[config.mk]
export PLATFORM = sky130hd
export DESIGN_NAME = ssd_scan
export DESIGN_NICKNAME = d
export VERILOG_FILES = /design/src/rtl/ssd_scan.sv
export SDC_FILE = /design/constraint.sdc
export NUM_CORES = 1
export LEC_CHECK = 0
export BUFFER_PORTS_ARGS = -buffer_cell sky130_fd_sc_hd__buf_4
export CAP_MARGIN = 20
export CELL_PAD_IN_SITES_DETAIL_PLACEMENT = 1
export CELL_PAD_IN_SITES_GLOBAL_PLACEMENT = 2
export CORE_MARGIN = 8
export CORE_UTILIZATION = 25
export CTS_BUF_LIST = sky130_fd_sc_hd__clkbuf_4
export CTS_CLUSTER_DIAMETER = 30
export CTS_CLUSTER_SIZE = 25
export DETAILED_ROUTE_END_ITERATION = 12
export PLACE_DENSITY = 0.62
export SETUP_SLACK_MARGIN = 0.3
export SLEW_MARGIN = 10
export SYNTH_ARGS = -nofsm -noshare
export SYNTH_HDL_FRONTEND = slang
export SYNTH_SLANG_ARGS = --single-unit
export TNS_END_PERCENT = 5
[constraint.sdc]
create_clock -name ssd_scan_clk -period 2.8 [get_ports ssd_scan_clk]
set_clock_uncertainty 0.05 [all_clocks]
set_input_delay 0.56 -clock ssd_scan_clk [delete_from_list [all_inputs] [get_ports ssd_scan_clk]]
set_output_delay 0.56 -clock ssd_scan_clk [all_outputs]
set_load 0.05 [all_outputs]
[src/rtl/ssd_scan.sv]
// ssd_scan: eight-digit time-multiplexed seven-segment scanner for a common-anode display.
//   ssd_scan_clk   in  1  : clock, rising edge
//   ssd_scan_rst   in  1  : synchronous active-high reset
//   ssd_scan_en    in  1  : scan enable, low blanks and freezes the scan
//   ssd_scan_data  in  32 : eight hex nibbles, digit k = [4k+3:4k], digit 0 rightmost
//   ssd_scan_dp    in  8  : per-digit decimal-point request, active-high
//   ssd_scan_an    out 8  : anodes, active-low, one-hot-low while scanning
//   ssd_scan_seg   out 7  : cathodes {CG,CF,CE,CD,CC,CB,CA}, active-low
//   ssd_scan_dp_n  out 1  : decimal-point cathode, active-low
// Define SSD_SCAN_LZ_BLANK_EN to blank leading-zero digits (digit 0 always lit).
module ssd_scan #(
  parameter int REFRESH_DIV = 100000
) (
  input  logic        ssd_scan_clk,
  input  logic        ssd_scan_rst,
  input  logic        ssd_scan_en,
  input  logic [31:0] ssd_scan_data,
  input  logic [7:0]  ssd_scan_dp,
  output logic [7:0]  ssd_scan_an,
  output logic [6:0]  ssd_scan_seg,
  output logic        ssd_scan_dp_n
);
  localparam logic [19:0] LAST = 20'(REFRESH_DIV - 1);
  logic [19:0] div_cnt;
  logic [2:0]  idx;
  logic [31:0] snap_data;
  logic [7:0]  snap_dp;
  logic        load_pend;
  logic        tick, load, blank;
  logic [3:0]  nib;
  logic [6:0]  glyph;
  assign tick = div_cnt == LAST;
  // a fresh frame snapshot is taken on the edge that enters digit 0, or once after reset
  assign load = load_pend | (tick && idx == 3'd7);
  assign nib  = snap_data[{idx, 2'b00} +: 4];
  always_comb begin
    glyph = 7'h7F;
    case (nib)
      4'h0: glyph = 7'h40;
      4'h1: glyph = 7'h79;
      4'h2: glyph = 7'h24;
      4'h3: glyph = 7'h30;
      4'h4: glyph = 7'h19;
      4'h5: glyph = 7'h12;
      4'h6: glyph = 7'h02;
      4'h7: glyph = 7'h78;
      4'h8: glyph = 7'h00;
      4'h9: glyph = 7'h10;
      4'hA: glyph = 7'h08;
      4'hB: glyph = 7'h03;
      4'hC: glyph = 7'h46;
      4'hD: glyph = 7'h21;
      4'hE: glyph = 7'h06;
      default: glyph = 7'h0E;
    endcase
  end
`ifdef SSD_SCAN_LZ_BLANK_EN
  // blank when this digit and every more-significant digit is zero and no DP is requested
  assign blank = idx != 3'd0 && (snap_data >> {idx, 2'b00}) == 32'd0 && !snap_dp[idx];
`else
  assign blank = 1'b0;
`endif
  always_ff @(posedge ssd_scan_clk) begin
    if (ssd_scan_rst) begin
      div_cnt       <= '0;
      idx           <= '0;
      snap_data     <= '0;
      snap_dp       <= '0;
      load_pend     <= 1'b1;
      ssd_scan_an   <= 8'hFF;
      ssd_scan_seg  <= 7'h7F;
      ssd_scan_dp_n <= 1'b1;
    end else if (ssd_scan_en) begin
      div_cnt <= tick ? '0 : div_cnt + 20'd1;
      if (tick) idx <= idx + 3'd1;
      if (load) begin
        snap_data <= ssd_scan_data;
        snap_dp   <= ssd_scan_dp;
        load_pend <= 1'b0;
      end
      ssd_scan_an   <= blank ? 8'hFF : ~(8'd1 << idx);
      ssd_scan_seg  <= blank ? 7'h7F : glyph;
      ssd_scan_dp_n <= blank | ~snap_dp[idx];
    end else begin
      ssd_scan_an   <= 8'hFF;
      ssd_scan_seg  <= 7'h7F;
      ssd_scan_dp_n <= 1'b1;
    end
  end
endmodule

# Yosys cells after proc, flatten, opt, wreduce, memory -nomap -nowiden
# Memory sizes are Yosys's and may differ from the RTL's. A register that Yosys moved wholly into a read port is not among the register bits.
# Cells that the tools add are included.
dict set report word_totals {
  ram_bits 0
  mem_bits_ro 112
  wordCells 26
  mem_count 1
  output_inout_bits 16
  inputBits 43
  ff_bits 73
  latchBits 0
}
# memory words width read_ports rd_ports_with_merged_regs wr line
set mem_list {}
lappend mem_list {{(name not given)} 16 7 1 1 0 38} ;# case (nib)
dict set report op_classes {
  n_mul 0
  n_reduce_logical 4
  order_cmp 1
  add_sub_neg 2
  bitwise 4
  n_eq_ne 2
  div 0
  muxes 3
  n_shift 2
}
# op n
set ops {}
lappend ops {{$shiftx A32 B6 Y4} 1}
lappend ops {{$add A20 B1 Y20 const B} 1}
lappend ops {{$eq A20 B17 Y1 const B} 1}
lappend ops {{$mux W20} 1}
lappend ops {{$not A8 Y8} 1}
lappend ops {{$shl A1 B3 Y8 const A} 1}
lappend ops {{$lt A3 B4 Y1 const B} 1}
lappend ops {{$reduce_and A2 Y1} 2}
lappend ops {{$add A3 B1 Y3 const B} 1}
lappend ops {{$bmux W1 S3} 1}
lappend ops {{$eq A3 B3 Y1 const B} 1}
lappend ops {{$not A1 Y1} 2}
lappend ops {{$reduce_or A2 Y1} 1}
lappend ops {{$logic_and A1 B1 Y1} 1}
lappend ops {{$mux W1} 1}
lappend ops {{$or A1 B1 Y1} 1}

# Logic depth before layout (Yosys ltp)
# Gate-level depths: netlist (run 1).
dict set report depth {
  word_depth 4
  mapped_depth 10
  mapped_depth_nobuf 8
}

# Worst setup path after synthesis (run 1)
# Ideal clock, no wire load.
dict set report synth_timing {
  kind {reg-to-reg}
  from {register idx[1]}
  to {register ssd_scan_seg[0]}
  path_slack_ns 0.281
  path_buffers 1
  arrival_ns 2.346
  stages_incl_launch_ff 9
  required_ns 2.627
  setup_time_ns 0.123
  period_less_slack_ns 2.519
  path_cell_list {dfxtp_1 -> buf_2 -> mux4_2 -> mux2i_1 -> inv_1 -> ha_1 -> a2111oi_0 -> a31o_1 -> a31oi_1}
}
dict set report synth_between {
  elab_chain_cells 1
}
# element line
set synth_lines {}
lappend synth_lines {{start, declared} 25} ;# logic [2:0] idx;
lappend synth_lines {{start signal, assigned} 75} ;# if (tick) idx <= idx + 3'd1;
lappend synth_lines {{$shiftx A32 B6 Y4} 35} ;# assign nib = snap_data[{idx, 2'b00} +: 4];
lappend synth_lines {{end, declared} 20} ;# output logic [6:0] ssd_scan_seg,
# Every way passes these cells.
# A chain may end at the register's enable or synchronous reset.

# Final worst setup path (run 1)
# Ends and elaborated chain as after synthesis.

==> summary.md, run 1 <==
| Metric | Value |
|---|---|
| Synth Instances | `354` |
| Total grt overflow | `0` |
| H-tree Lvls | `3` |
| Critical Path Start | `idx[1]$_SDFFE_PP0P_` |
| DPL Wire Length | `6.72 mm` |
| DR pass1 iterations | `4` |
| Synth warn | `0` |
| Starting density of the core | `0.257` |
| Pre-CTS setup slack | `0.402 ns` |
| Share of the synthesized area in the top cell type | `0.447` |
| Internal power | `1.56 mW` |
| Worst-Margin Slew | `0.636 ns` |
| Crit path max-delay family | `multiplexers` |
| Hold WC Path Type | `in -> reg` |
| Net Count, Synth | `409` |
| Cell with the most instances after synthesis | `dfxtp_1` |
| Crit path max fanout | `7` |
| Iteration-0 DRC Markers | `110` |
| Clk_lat worst skew | `0.43 ns` |
| Max IR drop VDD | `0.201 mV` |
| Die H | `136 um` |
| CP Capture Type | `flip-flop` |
| Global placement routability congestion | `0.737` |
| Clock buffer depth | `2` |
| Reg2reg setup slack | `0.48 ns` |
| Clk slew on worst S/H paths | `0.12 ns` |
| Row count | `43` |
| Area grow syn2layout | `20.0%` |
| Clock power share | `0.305` |
| Maxcap violations | `0` |
| Cell Pwr Density | `492 nW/um2` |
| Commonest cells in the netlist | `dfxtp_1, nor2_1, mux2i_1` |
| Worst endpoint required time | `3.08 ns` |
| DR vias | `2655` |
| Ys flop type | `dfxtp_1` |
| Slew Viols, Final | `0` |
| CTS Buf Count | `9` |
| Initial antenna violation count | `1` |
| Part of the Yosys area used for sequential elements | `0.447` |
| Critical R2R Launch | `idx[1]$_SDFFE_PP0P_` |
| Die width | `136 um` |
| CP max-delay cell | `mux4_2` |
| Wire length per cell | `15.1 um` |
| Synthesized area | `3580 um2` |
| Crit path DAT | `2.61 ns` |
| Library cells used by synthesis | `46` |
| Die area | `18400 um2` |
| Final Hold Viols | `0` |
| Fin crit period | `2.32 ns` |
| Net Sw Frac | `0.260` |
| Cell area after layout | `4300 um2` |
| Cts hold-fix bufs | `0` |
| Sequential share of power | `0.572` |
| CTS Root Cell | `clkbuf_4` |
| Design Power | `2.11 mW` |
| Syn avg cell area | `10.1 um2` |
| Total core area | `13900 um2` |
| Cell depth of the worst setup path | `6` |
| Reg-to-reg critical path endpoint | `ssd_scan_seg[0]$_SDFF_PP1_` |
| Leak | `1.71 nW` |
| Psw | `551 uW` |
| Largest net degree at the start of global routing | `49` |
| Peak per-stage delay on the critical path | `0.52 ns` |
| R2R depth | `6` |
| I/O pin count | `59` |
| Setup ws final | `0.476 ns` |
| CP bufs+invs | `0` |
| Fraction of layout cells with a size suffix above 1 | `0.238` |
| Post-synth top area cell | `dfxtp_1` |
| Critical-path cell list | `mux4_2 > mux2_2 > ha_1 > a2111oi_0 > a31o_1 > a31oi_1` |
| CTS Sinks | `80` |
| RSZ-0062 raised after global routing | `false` |
| Number of global-route vias before repair | `2873` |
| F_max | `0.430 GHz` |
| Vias per inst | `4.45` |
| Async SR Flop Fraction | `0` |
| Max_slew headroom | `0.574` |
| Placed inst area | `4180 um2` |
| Final setup vio count | `0` |
| Post-synth EDFFs | `0` |
| Nets | `468` |
| Global Route Usage Sum | `0.104` |
| Status | `completed` |
| Setup CP Type | `reg -> reg` |
| Wire length of the first global-routing pass | `14.9 mm` |
| DRT antenna net count | `0` |
| DRC | `0` |
| Startpoint types | `flip-flop` |
| Critical path destination | `ssd_scan_seg[0]$_SDFF_PP1_` |
| Setup TNS | `0 ns` |
| Comb pwr share | `0.123` |
| Port-buffer cells | `58` |
| WL final | `9.02 mm` |
| CTS tree | `done` |
| #FFs+latches synth | `80` |
| Post-route clock period utilization | `0.830` |
| Top cells by area, synth | `dfxtp_1, mux2i_1, nor2_1` |
layer usage:
layer	track usage	vias up	part of all wire
met5	0	-	0
met4	0.0500	0	0.019
met3	0.0267	12	0.041
met2	0.158	47	0.45
met1	0.134	1272	0.49
li1	-	1324	-
worst min path at each step:
stage,startpoint,end,slack (ns),cells past startpoint
floorplan,load_pend$_SDFFE_PP1P_,load_pend$_SDFFE_PP1P_,0.38,1
global placement,load_pend$_SDFFE_PP1P_,load_pend$_SDFFE_PP1P_,0.39,1
detailed placement,load_pend$_SDFFE_PP1P_,load_pend$_SDFFE_PP1P_,0.41,1
CTS,ssd_scan_data[16],snap_data[16]$_SDFFE_PP0P_,0.26,3
global route,ssd_scan_data[8],snap_data[8]$_SDFFE_PP0P_,0.26,3
finish,ssd_scan_data[26],snap_data[26]$_SDFFE_PP0P_,0.30,3
metrics by stage:
step / instances / hold slack, ns / util
2_1_floorplan: 354 / 0.376 / -
3_3_place_gp: 582 / 0.387 / 0.300
3_5_place_dp: 582 / 0.413 / 0.300
4_1_cts: 596 / 0.255 / 0.308
5_1_grt: 597 / 0.263 / 0.309
6_report: 597 / 0.298 / 0.309
worst reg2reg max path, cell delays in order (launching register included):
cell	delay, ns
dfxtp_2	0.45
mux4_2	0.52
mux2_2	0.33
ha_1	0.26
a2111oi_0	0.41
a31o_1	0.16
a31oi_1	0.04
power groups by stage:
stage | registers [mW] | clock network (mW) | logic (mW)
after global placement | 1.23 | 0 | 0.260
after global routing | 1.22 | 0.737 | 0.288
after floorplan | 1.25 | 0 | 0.153
final | 1.21 | 0.646 | 0.260
after detailed placement | 1.24 | 0 | 0.264
after CTS | 1.21 | 0.685 | 0.265
kinds of logic after synthesis:
logic type | synth area share
simple gates | 0.168
flops | 0.447
mux | 0.197
buf+inv | 0.0534
compound gates | 0.0468
xor+xnor | 0.0464
fa+ha+maj | 0.0419
flip-flops by register name (all words and copies together), names as in the netlist:
signal	count
div_cnt	20
idx	3
load_pend	1
snap_data	32
snap_dp	8
ssd_scan_an	8
ssd_scan_dp_n	1
ssd_scan_seg	7
layout by cell type (no fill, tap or decap), drive strengths merged, types with 2 or more instances in the layout:
cell type,netlist,final
and3,2,2
nor4,2,2
nand4,3,3
mux4,8,8
xor2,8,8
clkbuf,8,9
a2111oi,2,2
clkinv,0,3
a31oi,3,3
mux2i,50,50
nor2b,2,2
inv,9,9
nand3,11,11
xnor2,11,11
dfxtp,80,80
a21oi,2,2
nand2,25,25
and2,4,4
nor3,4,4
nor4b,2,2
nand2b,2,2
o221ai,3,3
and4,2,2
nor2,71,71
buf,12,68
mux2,2,2
ha,12,12
o21ai,5,5
what timing repair did:
action | 4_1_cts | 5_1_grt
setup endpoints to repair | 0 | 8
gates resized for setup | 0 | 2
setup buffers | 0 | 0
final cells by class:
cell class / instances / area [um2]
Multi-Input combinational cell: 245 / 1800
Tap cell: 180 / 225
Inverter: 9 / 33.8
Fill cell: 1582 / 9630
Clock buffer: 9 / 67.6
Antenna cell: 1 / 2.50
Timing Repair Buffer: 68 / 523
Clock inverter: 5 / 50.0
Sequential cell: 80 / 1600
No activity file was read; power rests on OpenSTA's default activity.
==> run 2, diff against run 1 <==
PLACE_DENSITY = 0.64   (was 0.62)
clock period = 2.1 ns   (was 2.8 ns; I/O delays follow)
==> summary.md, run 2 (same netlist as run 1, synthesis figures left out) <==
| Metric | Value |
|---|---|
| Die area | `18400 um2 (unchanged)` |
| Final Hold Viols | `0 (unchanged)` |
| Worst-Margin Slew | `0.475 ns (was 0.636 ns)` |
| CTS tree | `done (unchanged)` |
| Status | `completed (unchanged)` |
| CTS Buf Count | `9 (unchanged)` |
| Crit path max fanout | `8 (was 7)` |
| RSZ-0062 raised after global routing | `true (was false)` |
| DRC | `0 (unchanged)` |
| Worst hold path depth | `2 (was 3)` |
| H-tree Lvls | `3 (unchanged)` |
| Largest Register | `snap_data (unchanged)` |
| Most common cell after layout, fill and taps aside | `buf_4 (was dfxtp_1)` |
| R2R depth | `8 (was 6)` |
| Most frequent cells in the layout | `buf_4, dfxtp_1, nor2_1 (was dfxtp_1, nor2_1, buf_4)` |
| Critical Path Start | `idx[1]$_SDFFE_PP0P_ (unchanged)` |
| Number of global-route vias before repair | `2933 (was 2873)` |
| Wire length per cell | `15.6 um (was 15.1 um)` |
| CP Capture Type | `flip-flop (unchanged)` |
| Post-route clock period utilization | `0.996 (was 0.830)` |
| Cts hold-fix bufs | `0 (unchanged)` |
| Clk slew on worst S/H paths | `0.13 ns (was 0.12 ns)` |
| Initial antenna violation count | `1 (unchanged)` |
| Nets | `490 (was 468)` |
| Pre-CTS setup slack | `-0.0361 ns (was 0.402 ns)` |
| Area grow syn2layout | `34.3% (was 20.0%)` |
| Critical R2R Launch | `idx[1]$_SDFFE_PP0P_ (unchanged)` |
| Die width | `136 um (unchanged)` |
| Row count | `43 (unchanged)` |
| Starting density of the core | `0.257 (unchanged)` |
| Clock buffer depth | `2 (unchanged)` |
| I/O pin count | `59 (unchanged)` |
| Die H | `136 um (unchanged)` |
| Crit path DAT | `2.39 ns (was 2.61 ns)` |
| Max IR drop VDD | `0.283 mV (was 0.201 mV)` |
| DR vias | `2742 (was 2655)` |
| Setup ws final | `0.00787 ns (was 0.476 ns)` |
| Total core area | `13900 um2 (unchanged)` |
| Slew Viols, Final | `0 (unchanged)` |
| Hold Slack | `0.129 ns (was 0.298 ns)` |
| WL final | `9.67 mm (was 9.02 mm)` |
| Setup CP Type | `reg -> reg (unchanged)` |
| Fraction of layout cells with a size suffix above 1 | `0.345 (was 0.238)` |
| Global placement routability congestion | `0.727 (was 0.737)` |
| CTS Sinks | `80 (unchanged)` |
| Largest net degree at the start of global routing | `44 (was 49)` |
| Total grt overflow | `0 (unchanged)` |
| DR pass1 iterations | `4 (unchanged)` |
| Clk_lat worst skew | `0.44 ns (was 0.43 ns)` |
| Cell area after layout | `4820 um2 (was 4300 um2)` |
| Cell Pwr Density | `588 nW/um2 (was 492 nW/um2)` |
| Startpoint types | `flip-flop (unchanged)` |
| CTS Root Cell | `clkbuf_4 (unchanged)` |
| # fillers | `1560 (was 1582)` |
| Max_slew headroom | `0.683 (was 0.574)` |
| Max reg flops | `32 (unchanged)` |
| Largest regs | `snap_data (32), div_cnt (20) (unchanged)` |
| F_max | `0.478 GHz (was 0.430 GHz)` |
| Vias per inst | `4.42 (was 4.45)` |
| Worst endpoint required time | `2.40 ns (was 3.08 ns)` |
| Port-buffer cells | `58 (unchanged)` |
| Placed inst area | `4370 um2 (was 4180 um2)` |
| Final setup vio count | `0 (unchanged)` |
| Hold path start | `ssd_scan_rst (was ssd_scan_data[26])` |
| Maxcap violations | `0 (unchanged)` |
| Hold WC Path Type | `in -> reg (unchanged)` |
| DPL Wire Length | `6.87 mm (was 6.72 mm)` |
| DRT antenna net count | `0 (unchanged)` |
| Fin crit period | `2.09 ns (was 2.32 ns)` |
| Leak | `1.89 nW (was 1.71 nW)` |
| Wire length of the first global-routing pass | `15.1 mm (was 14.9 mm)` |
| Iteration-0 DRC Markers | `100 (was 110)` |
| Global Route Usage Sum | `0.105 (was 0.104)` |
run 2: changes by cell type in the layout (fill, tap and decap cells not counted), sizes merged:
| cell | delta |
|---|---|
| inv | -1 |
| clkinv | +1 |
| bufinv | -1 |
| clkinvlp | +2 |
| clkbuf | +3 |
| buf | +20 |
run 2: layer usage:
metal  global-route usage  part of all wire
met4               0.0444             0.015
met1                0.133              0.49
met2                0.161              0.45
met3               0.0360             0.043
met5                    0                 0
run 2: stage by stage:
step	std cells	utilization	total power [mW]	setup TNS [ns]
floorplan	354	-	1.89	0
global placement	593	0.314	2.01	0
detailed placement	593	0.314	2.02	-0.0361
CTS	611	0.325	2.85	0
global route	621	0.346	3.00	-0.204
finish	621	0.346	2.83	0
run 2: worst max-delay path: stages, from the launching register on:
cell       delay (ns)
dfxtp_4          0.42
buf_4            0.13
mux4_2           0.52
mux2i_4          0.22
inv_2            0.10
ha_4             0.20
a2111oi_4        0.18
a31o_1           0.14
a31oi_1          0.04
run 2: power breakdown:
part	leakage, nW	total, mW	switching [mW]	internal [mW]
sequential	0.657	1.61	0.0323	1.58
clock	0.0575	0.794	0.546	0.248
combinational	1.17	0.428	0.213	0.215
total	1.89	2.83	0.791	2.04
run 2: final timing paths:
check,end,slack [ns]
setup / recovery,ssd_scan_seg[0]$_SDFF_PP1_,0.008
hold / removal,div_cnt[2]$_SDFFE_PP0P_,0.13
setup reg to reg,ssd_scan_seg[0]$_SDFF_PP1_,0.008
hold reg to reg,load_pend$_SDFFE_PP1P_,0.43
run 2: what timing repair did:
item	CTS	global route
gates resized for setup	10	39
setup buffers	2	5
endpoints found under the setup margin	67	69
pin swaps	2	11
cloned	0	4
run 2: final cells by class:
type                    instances  area (um2)  share of cell area
multi-input cells             245        2020               0.419
flip-flops and latches         80        1610               0.334
repair buffers                 90         807               0.168
well taps                     180         225              0.0468
clock buffers                  10        75.1              0.0156
inverters                       9        42.5             0.00883
clock inverters                 6        36.3             0.00753
diodes                          1        2.50            0.000520
==> run 3, diff against run 2 <==
CORE_MARGIN = unset   (was 8)
CORE_UTILIZATION = 33   (was 25)
PLACE_DENSITY = 0.8   (was 0.64)
==> summary.md, run 3 (same netlist as run 1, synthesis figures left out) <==
| Metric | Value |
|---|---|
| Wire length per cell | `15.5 um (was 15.6 um)` |
| Placed inst area | `4310 um2 (was 4370 um2)` |
| Placed Instances | `549 (was 593)` |
| Global Route Usage Sum | `0.168 (was 0.105)` |
| Peak per-stage delay on the critical path | `0.53 ns (was 0.52 ns)` |
| Crit path DAT | `2.38 ns (was 2.39 ns)` |
| H-tree Lvls | `3 (unchanged)` |
| RSZ-0062 raised after global routing | `true (unchanged)` |
| Final setup vio count | `1 (was 0)` |
| Nets | `489 (was 490)` |
| Die area | `11300 um2 (was 18400 um2)` |
| Worst-Margin Slew | `0.461 ns (was 0.475 ns)` |
| R2R depth | `7 (was 8)` |
| Clock buffer depth | `2 (unchanged)` |
| Cts hold-fix bufs | `0 (unchanged)` |
| Most frequent cells in the layout | `buf_4, dfxtp_1, nor2_1 (unchanged)` |
| Clock power share | `0.367 (was 0.280)` |
| DR pass1 iterations | `4 (unchanged)` |
| Most common cell after layout, fill and taps aside | `buf_4 (unchanged)` |
| Crit path max-delay family | `multiplexers (unchanged)` |
| CTS Buf Count | `9 (unchanged)` |
| Clk slew on worst S/H paths | `0.13 ns (about the same)` |
| CP Capture Type | `flip-flop (unchanged)` |
| Die H | `106 um (was 136 um)` |
| Internal power | `2.43 mW (was 2.04 mW)` |
| Reg2reg setup slack | `-0.01 ns (was 0.008 ns)` |
| Largest net degree at the start of global routing | `45 (was 44)` |
| Post-route clock period utilization | `1.01 (was 0.996)` |
| Pre-CTS setup slack | `-0.0107 ns (was -0.0361 ns)` |
| CP max-delay cell | `mux4_2 (unchanged)` |
| Row count | `37 (was 43)` |
| Max reg flops | `32 (unchanged)` |
| Starting density of the core | `0.344 (was 0.257)` |
| Final Hold Viols | `0 (unchanged)` |
| I/O pin count | `59 (unchanged)` |
| Max IR drop VDD | `0.308 mV (was 0.283 mV)` |
| Reg-to-reg critical path endpoint | `ssd_scan_seg[3]$_SDFF_PP1_ (was ssd_scan_seg[0]$_SDFF_PP1_)` |
| # diodes | `0 (was 1)` |
| CTS Root Cell | `clkbuf_4 (unchanged)` |
| Hold WC Path Type | `in -> reg (unchanged)` |
| Critical R2R Launch | `idx[1]$_SDFFE_PP0P_ (unchanged)` |
| Comb pwr share | `0.135 (was 0.151)` |
| Port-buffer cells | `58 (unchanged)` |
| Startpoint types | `flip-flop (unchanged)` |
| Slew Viols, Final | `0 (unchanged)` |
| Global placement routability congestion | `0.766 (was 0.727)` |
| Leak | `1.91 nW (was 1.89 nW)` |
| Maxcap violations | `0 (unchanged)` |
| Fraction of layout cells with a size suffix above 1 | `0.335 (was 0.345)` |
| Total core area | `10400 um2 (was 13900 um2)` |
| F_max | `0.473 GHz (was 0.478 GHz)` |
| Largest regs | `snap_data (32), div_cnt (20) (unchanged)` |
| Failing checks | `negative setup slack` |
| Fin crit period | `2.11 ns (was 2.09 ns)` |
| Cell Pwr Density | `675 nW/um2 (was 588 nW/um2)` |
| DRC | `0 (unchanged)` |
| Worst hold path depth | `2 (unchanged)` |
| DPL Wire Length | `5.95 mm (was 6.87 mm)` |
| DRT antenna net count | `0 (unchanged)` |
| Clk_lat worst skew | `0.44 ns (about the same)` |
| Design Power | `3.24 mW (was 2.83 mW)` |
| DR vias | `2762 (was 2742)` |
| Wire length of the first global-routing pass | `14.5 mm (was 15.1 mm)` |
| Setup TNS | `-0.0122 ns (was 0 ns)` |
| Setup CP Type | `reg -> reg (unchanged)` |
| Sequential share of power | `0.498 (was 0.569)` |
| Area grow syn2layout | `33.8% (was 34.3%)` |
| Final Instance Count excl. Fillers | `575 (was 621)` |
| Number of global-route vias before repair | `2859 (was 2933)` |
| Setup ws final | `-0.0122 ns (was 0.00787 ns)` |
| Vias per inst | `4.80 (was 4.42)` |
| CTS Sinks | `80 (unchanged)` |
| Psw | `811 uW (was 791 uW)` |
| CTS tree | `done (unchanged)` |
| WL final | `8.90 mm (was 9.67 mm)` |
| Status | `finished with violations (was completed)` |
| Critical-path cell list | `buf_12 > mux4_2 > mux2i_4 > inv_2 > ha_4 > a2111oi_4 > a31oi_1 (was buf_4 > mux4_2 > mux2i_4 > inv_2 > ha_4 > a2111oi_4 > a31o_1 > a31oi_1)` |
| Die width | `106 um (was 136 um)` |
| Max_slew headroom | `0.692 (was 0.683)` |
| Largest Register | `snap_data (unchanged)` |
| Hold worst-path end | `div_cnt[2]$_SDFFE_PP0P_ (unchanged)` |
| Crit path max fanout | `4 (was 8)` |
| CP bufs+invs | `2 (unchanged)` |
| Total grt overflow | `0 (unchanged)` |
| Cell area after layout | `4800 um2 (was 4820 um2)` |
| Initial antenna violation count | `0 (was 1)` |
| Net Sw Frac | `0.250 (was 0.279)` |
| Hold path start | `ssd_scan_rst (unchanged)` |
| Worst endpoint required time | `2.37 ns (was 2.40 ns)` |
| Iteration-0 DRC Markers | `97 (was 100)` |
## run 3: layer usage
layer	share of wire	track usage	wire length (um)
met5	0	0	0
met4	0.017	0.0694	150
met3	0.039	0.0441	348
met2	0.48	0.268	4260
met1	0.47	0.214	4140
## run 3: final cells by class
class                   count  area [um2]
flip-flops and latches     80        1610
clock buffers              10        75.1
clock inverters             6         115
repair buffers             89         825
inverters                   9        41.3
multi-input cells         245        1960
fillers                  1172        5620
well taps                 136         170
## run 3: what timing repair did
item / CTS / global route
setup endpoints to repair: 47 / 69
pin swaps: 4 / 4
cloned: 2 / 2
setup buffers: 6 / 0
gates resized for setup: 20 / 12
## run 3: worst register-to-register path, stage by stage, from the launching register on
cell       delay (ns)
dfxtp_4          0.39
buf_12           0.11
mux4_2           0.53
mux2i_4          0.23
inv_2            0.11
ha_4             0.20
a2111oi_4        0.30
a31oi_1          0.08
## run 3: worst max path at each step
stage	startpoint	endpoint	slack, ns	cells past startpoint
2_1_floorplan	idx[1]$_SDFFE_PP0P_	ssd_scan_seg[3]$_SDFF_PP1_	0.08	7
3_3_place_gp	idx[1]$_SDFFE_PP0P_	ssd_scan_seg[0]$_SDFF_PP1_	0.09	7
3_5_place_dp	idx[1]$_SDFFE_PP0P_	ssd_scan_seg[3]$_SDFF_PP1_	-0.01	8
4_1_cts	idx[1]$_SDFFE_PP0P_	snap_data[30]$_SDFFE_PP0P_	0.05	9
5_1_grt	idx[1]$_SDFFE_PP0P_	ssd_scan_seg[3]$_SDFF_PP1_	-0.06	7
6_report	idx[1]$_SDFFE_PP0P_	ssd_scan_seg[3]$_SDFF_PP1_	-0.01	7
## run 3: power groups by stage
stage | logic [mW] | registers (mW) | clock network [mW]
final | 0.437 | 1.61 | 1.19
after global routing | 0.471 | 1.62 | 1.30
after CTS | 0.415 | 1.61 | 1.22
after detailed placement | 0.371 | 1.64 | 0
after global placement | 0.363 | 1.64 | 0
after floorplan | 0.216 | 1.67 | 0
## run 3: through the flow
step            util  hold slack [ns]
2_1_floorplan      -            0.376
3_3_place_gp   0.413            0.385
3_5_place_dp   0.413            0.425
4_1_cts        0.452           0.0972
5_1_grt        0.461           0.0985
6_report       0.461            0.131
